<file path="src/rtl/sdm_pattern_detector.sv">
// Serial pattern detector with a runtime-programmable pattern (1..MAX_LEN bits).
// It supports overlap and non-overlap matching and has a saturating match counter.
module sdm_pattern_detector #(
    parameter int unsigned        MAX_LEN         = 8,
    parameter int unsigned        LEN_W           = 4,
    parameter int unsigned        CNT_W           = 8,
    parameter logic [MAX_LEN-1:0] DEFAULT_PATTERN = MAX_LEN'(8'b0000_1010),
    parameter logic [LEN_W-1:0]   DEFAULT_LEN     = LEN_W'(4),
    parameter logic               DEFAULT_OVERLAP = 1'b1
) (
    input  logic               clock,
    input  logic               reset,
    input  logic               enable,
    input  logic               sequence_in,
    input  logic               cfg_load,
    input  logic [MAX_LEN-1:0] cfg_pattern,
    input  logic [LEN_W-1:0]   cfg_len,
    input  logic               cfg_overlap,
    output logic               detector_out,
    output logic [CNT_W-1:0]   match_count,
    output logic               count_sat
);

    localparam logic [LEN_W-1:0] MaxLen = LEN_W'(MAX_LEN);
    localparam logic [CNT_W-1:0] CntMax = '1;

    logic [MAX_LEN-1:0] history_q, history_d;
    logic [LEN_W-1:0]   fill_q, fill_d;
    logic               det_q, det_d;
    logic [CNT_W-1:0]   cnt_q, cnt_d;
    logic               sat_q, sat_d;
    logic [MAX_LEN-1:0] pattern_q, pattern_d;
    logic [LEN_W-1:0]   len_q, len_d;
    logic               overlap_q, overlap_d;

    logic [LEN_W-1:0]   len_clamp;
    logic [MAX_LEN-1:0] hist_shift;
    logic [LEN_W-1:0]   fill_inc;
    logic [MAX_LEN-1:0] len_mask;
    logic               hit;

    always_comb begin
        len_clamp = cfg_len;
        if (cfg_len == '0) begin
            len_clamp = LEN_W'(1);
        end else if (cfg_len > MaxLen) begin
            len_clamp = MaxLen;
        end

        hist_shift = {history_q[MAX_LEN-2:0], sequence_in};
        fill_inc   = (fill_q == MaxLen) ? fill_q : fill_q + LEN_W'(1);
        // Only the low len bits of history take part in the compare.
        len_mask   = ~({MAX_LEN{1'b1}} << len_q);
        hit        = (fill_inc >= len_q) && (((hist_shift ^ pattern_q) & len_mask) == '0);

        history_d  = history_q;
        fill_d     = fill_q;
        det_d      = 1'b0;
        cnt_d      = cnt_q;
        sat_d      = sat_q;
        pattern_d  = pattern_q;
        len_d      = len_q;
        overlap_d  = overlap_q;

        if (cfg_load) begin
            pattern_d = cfg_pattern;
            len_d     = len_clamp;
            overlap_d = cfg_overlap;
            history_d = '0;
            fill_d    = '0;
            cnt_d     = '0;
            sat_d     = 1'b0;
        end else if (enable) begin
            history_d = hist_shift;
            fill_d    = fill_inc;
            if (hit) begin
                det_d = 1'b1;
                if (!overlap_q) begin
                    fill_d = '0;
                end
                if (cnt_q != CntMax) begin
                    cnt_d = cnt_q + CNT_W'(1);
                    if (cnt_q == CntMax - CNT_W'(1)) begin
                        sat_d = 1'b1;
                    end
                end
            end
        end
    end

    always_ff @(posedge clock) begin
        if (!reset) begin
            history_q <= '0;
            fill_q    <= '0;
            det_q     <= 1'b0;
            cnt_q     <= '0;
            sat_q     <= 1'b0;
            pattern_q <= DEFAULT_PATTERN;
            len_q     <= DEFAULT_LEN;
            overlap_q <= DEFAULT_OVERLAP;
        end else begin
            history_q <= history_d;
            fill_q    <= fill_d;
            det_q     <= det_d;
            cnt_q     <= cnt_d;
            sat_q     <= sat_d;
            pattern_q <= pattern_d;
            len_q     <= len_d;
            overlap_q <= overlap_d;
        end
    end

    assign detector_out = det_q;
    assign match_count  = cnt_q;
    assign count_sat    = sat_q;

endmodule

</file>
<file path="config.mk">
export PLATFORM = sky130hd
export DESIGN_NAME = sdm_pattern_detector
export DESIGN_NICKNAME = d
export VERILOG_FILES = /design/src/rtl/sdm_pattern_detector.sv
export SDC_FILE = /design/constraint.sdc
export NUM_CORES = 1
export LEC_CHECK = 0
export ABC_AREA = 1
export ABC_CLOCK_PERIOD_IN_PS = 2500
export CORE_UTILIZATION = 30
export CTS_CLUSTER_SIZE = 24
export DETAILED_ROUTE_END_ITERATION = 10
export PLACE_DENSITY_LB_ADDON = 0.12
export SYNTH_ARGS = -nofsm -noshare
export SYNTH_HDL_FRONTEND = slang
export SYNTH_SLANG_ARGS = --single-unit
</file>
<file path="constraint.sdc">
create_clock -name clock -period 2.5 [get_ports clock]
set_input_delay 0.375 -clock clock [delete_from_list [all_inputs] [get_ports clock]]
set_output_delay 0.375 -clock clock [all_outputs]
set_load 0.005 [all_outputs]
</file>
# Word level (Yosys, flattened, before mapping)
# Index checks and enable logic that the tools add are counted.
[classes]
addsub = 2
n_lt_le_gt_ge = 2
n_eq_ne = 3
shift = 1
muxes = 6
n_bitwise = 5
n_reduce_logical = 7
[ops]
columns = ["operator", "count"]
rows = [
  ["$mux W4", 5],
  ["$add A8 B1 Y8 const B", 1],
  ["$and A8 B8 Y8", 1],
  ["$eq A8 B8 Y1 const B", 1],
  ["$logic_not A8 Y1", 1],
  ["$ne A8 B8 Y1 const B", 1],
  ["$not A8 Y8", 1],
  ["$shl A8 B4 Y8 const A", 1],
  ["$xor A8 B8 Y8", 1],
  ["$add A4 B1 Y4 const B", 1],
  ["$eq A4 B4 Y1 const B", 1],
  ["$ge A4 B4 Y1", 1],
  ["$gt A4 B4 Y1 const B", 1],
  ["$logic_not A4 Y1", 1],
  ["$reduce_and A4 Y1", 1],
  ["$reduce_and A3 Y1", 1],
  ["$reduce_or A3 Y1", 1],
  ["$not A1 Y1", 2],
  ["$reduce_or A2 Y1", 1],
  ["$logic_and A1 B1 Y1", 1],
  ["$mux W1", 1],
]
[word_totals]
register_bits = 34
in_bits = 18
output_inout_bits = 10
word_cells = 34

# Logic depth before layout (Yosys ltp)
[depth]
word_depth = 6
ltp_mapped = 16
ltp_nobuf = 15

# Worst setup path after synthesis
# Ideal clock, no wire load.
[synth_timing]
kind = "register to register"
startpoint = "register fill_q[0]"
endpoint = "register cnt_q[4], in the netlist match_count[4]"
setup_time_ns = 0.115
t_arrival_ns = 1.828
t_required_ns = 2.385
setup_slack_ns = 0.557
stages_incl_launch_ff = 15
n_path_buf = 1
synth_period_minus_slack_ns = 1.943
cell_sequence = "dfxtp_1 -> inv_1 -> ha_1 -> nand2_1 -> nor2_1 -> xor2_1 -> ha_1 -> nand3_1 -> nand3_1 -> nand3_2 -> nor2_2 -> buf_6 -> nand3_1 -> nand2_1 -> nor2_1"
[synth_via]
elab_chain_cells = 5
word_cells_on_any_way = 6
cone_classes = "add/sub: 1; order compare: 1; eq/ne: 1; mux: 1; reduce/logical: 2"
[synth_rtl]
columns = ["element", "line_no", "source"]
rows = [
  ["start, declared", "28", "logic [LEN_W-1:0] fill_q, fill_d;"],
  ["start signal, assigned", "103", "fill_q <= fill_d;"],
  ["$add A4 B1 Y4 / $eq A4 B4 Y1 (equally long branches)", "51", "fill_inc = (fill_q == MaxLen) ? fill_q : fill_q + LEN_W'(1);"],
  ["$mux W4 *", "51", ""],
  ["$ge A4 B4 Y1 *", "54", "hit = (fill_inc >= len_q) && (((hist_shift ^ pattern_q) & len_mask) == '0);"],
  ["$logic_and A1 B1 Y1 *", "54", ""],
  ["$reduce_and A3 Y1 (no source line) *", "--", ""],
  ["end signal, assigned", "105", "cnt_q <= cnt_d;"],
  ["end, declared", "30", "logic [CNT_W-1:0] cnt_q, cnt_d;"],
]
# Every way passes the cells marked *; elsewhere a longest branch is shown, timed or not.
# A chain may end at the register's enable or synchronous reset.

# Final worst setup path
# Ends and elaborated chain as after synthesis.

==> qor.txt <==
status = complete, no violations
# rows = 27
DP Cell Count = 357
top metal layer carrying routed signals = met4
fin crit period = 2.13 ns
largest area contributor in the netlist = dfxtp_1
XOR/XNOR Fraction of Synth Area = 0.0200
Yosys Warn Count = 0
net count reported at finish = 318
First-pass DRT Iterations = 4
Hold Fails Final Rpt = 0
first-iteration detailed-routing DRC count = 49
diode count = 0
commonest non-fill, non-tap cell in the layout = nand2_1
Synth top area share = 0.388
cells after synthesis = 256
global route overflow = 0
metal3 WL = 135 um
max_cap viols = 0
Slew Limit Fails = 0
Cell Pwr Density = 538 mW/mm^2
DRC = 0
post-synthesis mux area share = 0
Starting Density = 0.315
Vias/cell = 4.56
Seq pwr share = 0.475
post-synthesis sequential area ratio = 0.388
compound-gate portion of the synthesized area = 0.152
Slew Limit Headroom = 0.738
largest cells by area after synthesis = dfxtp_1, nand2_1, a21oi_1
largest family of logic cells by synthesized area = simple AND/OR/NAND/NOR gates
Max Clock Skew = 0.00898 ns
Mapped Nets = 282
core area = 0.00557 sq mm
DP HPWL = 3080 um
Non-Filler Instances = 365
per-cell routed wire length = 10.8 um
Pleak = 0.942 nW
CTS Buf Count = 5
CTS H-tree lvls = 2
Final ANT Viol Nets = 0
FILL cells = 594
IO Count = 28
crit end category = register
RSZ-0062 raised after global routing = false
setup bufs post-CTS = 0
via count = 1665
Register Area = 681 sq um
Root Buffer Master = clkbuf_8
synthesis-to-finish area growth = 28.5%
met1 WL = 2060 um
Syn Area/Cell = 6.85 sq um
synthesized flop and latch total = 34
share of post-route cells with drive strength above 1 = 0.0785
CTS tree = built
Total GRT Usage = 0.147
Hold Buf Count CTS = 0
RePlAce Congestion = 0.800
Power Internal = 0.000924 W
Yosys cell types = 25
FMAX = 469 MHz
fin crit share = 0.852
Mapped Area = 0.00175 sq mm
setup_tns = 0 ns
Sw Pwr = 0.000289 W
DIE WIDTH = 78.5 um
die area = 0.00616 sq mm
Sw Share = 0.238
most frequent cells in the layout = nand2_1, dfxtp_1, nor2_1
cells on worst reg2reg path = 15
largest net degree at the start of global routing = 13
number of port buffers = 27
Clk pwr share = 0.410
logic gate share of total power = 0.116
crit path DAT = 2.31 ns
Max VDD drop = 287 uV
endpoints failing setup = 0
Worst Tran Pin Value = 0.388 ns
footprint of the multi-input gates = 930 sq um
kind of critical path = reg -> reg
hold path depth = 2
CP Max Fanout = 11
Min-Delay Path Class = reg -> reg
clock sink count = 34
Detailed Route WL = 3960 um
Met2 Wirelength = 1700 um
vias in the first global route = 1509
Worst Path Required = 2.68 ns
CTS Buffer Depth = 2
Post-Synth Simple-Gate Area = 0.298
Worst Setup Start Kind = register
first-pass GRT wire length = 7040 um
worst-skew pair later-pin latency = 0.28 ns
clock slew at reported path FFs = 0.07 ns
Die H = 78.5 um
initial antenna violation count = 0
Post-CTS Resized = 0
Synth Area in Adders = 0.0571
[kinds of logic (layout without fill, tap and decap cells)]
kind of cell	count (synthesis)	count (layout)
buffers and inverters	37	74
DFF	34	34
adders and majority gates	8	8
and+or+nand+nor	123	123
xor gates and xnor gates	4	4
AOI/OAI and AO/OA	50	50
[routing by layer]
metal	vias up	global-route usage
met4	0	0.0556
met1	738	0.199
met3	7	0.0360
met2	24	0.224
li1	896	-
met5	-	0
[power by group through the flow]
stage / clock network [W] / logic, W / registers [W]
2_1_floorplan: 0 / 0.0000839 / 0.000584
3_3_place_gp: 0 / 0.000141 / 0.000588
3_5_place_dp: 0 / 0.000142 / 0.000588
4_1_cts: 0.000516 / 0.000143 / 0.000575
5_1_grt: 0.000543 / 0.000163 / 0.000578
6_report: 0.000497 / 0.000140 / 0.000576
[state kept, by name, summed over array words and instances, names as in the netlist]
register and count:
detector_out 1, overlap_q 1, pattern_q 8, count_sat 1, history_q 7, fill_q 4, len_q 4, match_count 8
[cell type report]
class | instances | area share
Sequential cell | 34 | 0.302
Tap cell | 72 | 0.0400
Timing Repair Buffer | 35 | 0.147
Clock inverter | 1 | 0.0133
Clock buffer | 7 | 0.0339
Inverter | 31 | 0.0516
Multi-Input combinational cell | 185 | 0.413
[cell usage after synthesis]
master and count:
inv_2 2, ha_1 8, o21ai_0 21, dfxtp_1 34, nand3_1 15, nand4_1 2
clkbuf_1 3, nor2_1 29, nor3b_1 2, a211oi_1 2, xnor2_1 2, nand3_2 2
a21oi_2 1, nor3_1 2, buf_2 2, o21bai_1 2, inv_1 28, xor2_1 2
nand2_1 66, a21oi_1 23, clkinv_1 1, buf_6 1, nor2_2 4, nor4b_1 1
o211ai_1 1
[critical path: stages, from the launching register on]
cell	delay (ns)
dfxtp_1	0.35
inv_1	0.07
ha_1	0.13
nand2_1	0.05
nor2_1	0.18
nor2_1	0.08
ha_1	0.28
nand2_1	0.05
inv_1	0.06
o21ai_0	0.08
nand3_1	0.10
nand3_2	0.15
nor2_4	0.24
nand3_1	0.11
nand2_1	0.07
nor2_1	0.03
[worst paths after layout]
| check | endpoint | start | slack [ns] |
|---|---|---|---|
| max | match_count[4] | fill_q[0] | 0.37 |
| min | count_sat | count_sat | 0.47 |
| max reg2reg | match_count[4] | fill_q[0] | 0.37 |
| min reg2reg | count_sat | count_sat | 0.47 |
[per-stage QoR]
step                utilization  total power (W)  setup WS [ns]  hold WS, ns  area (sq um)
floorplan                     -         0.000668          0.557        0.447          1750
global placement          0.384         0.000729          0.302        0.456          2140
detailed placement        0.384         0.000730          0.239        0.455          2140
CTS                       0.403          0.00123          0.235        0.467          2250
global route              0.404          0.00128         0.0639        0.499          2250
finish                    0.404          0.00121          0.369        0.470          2250
Power figures use the tool's default switching activity.
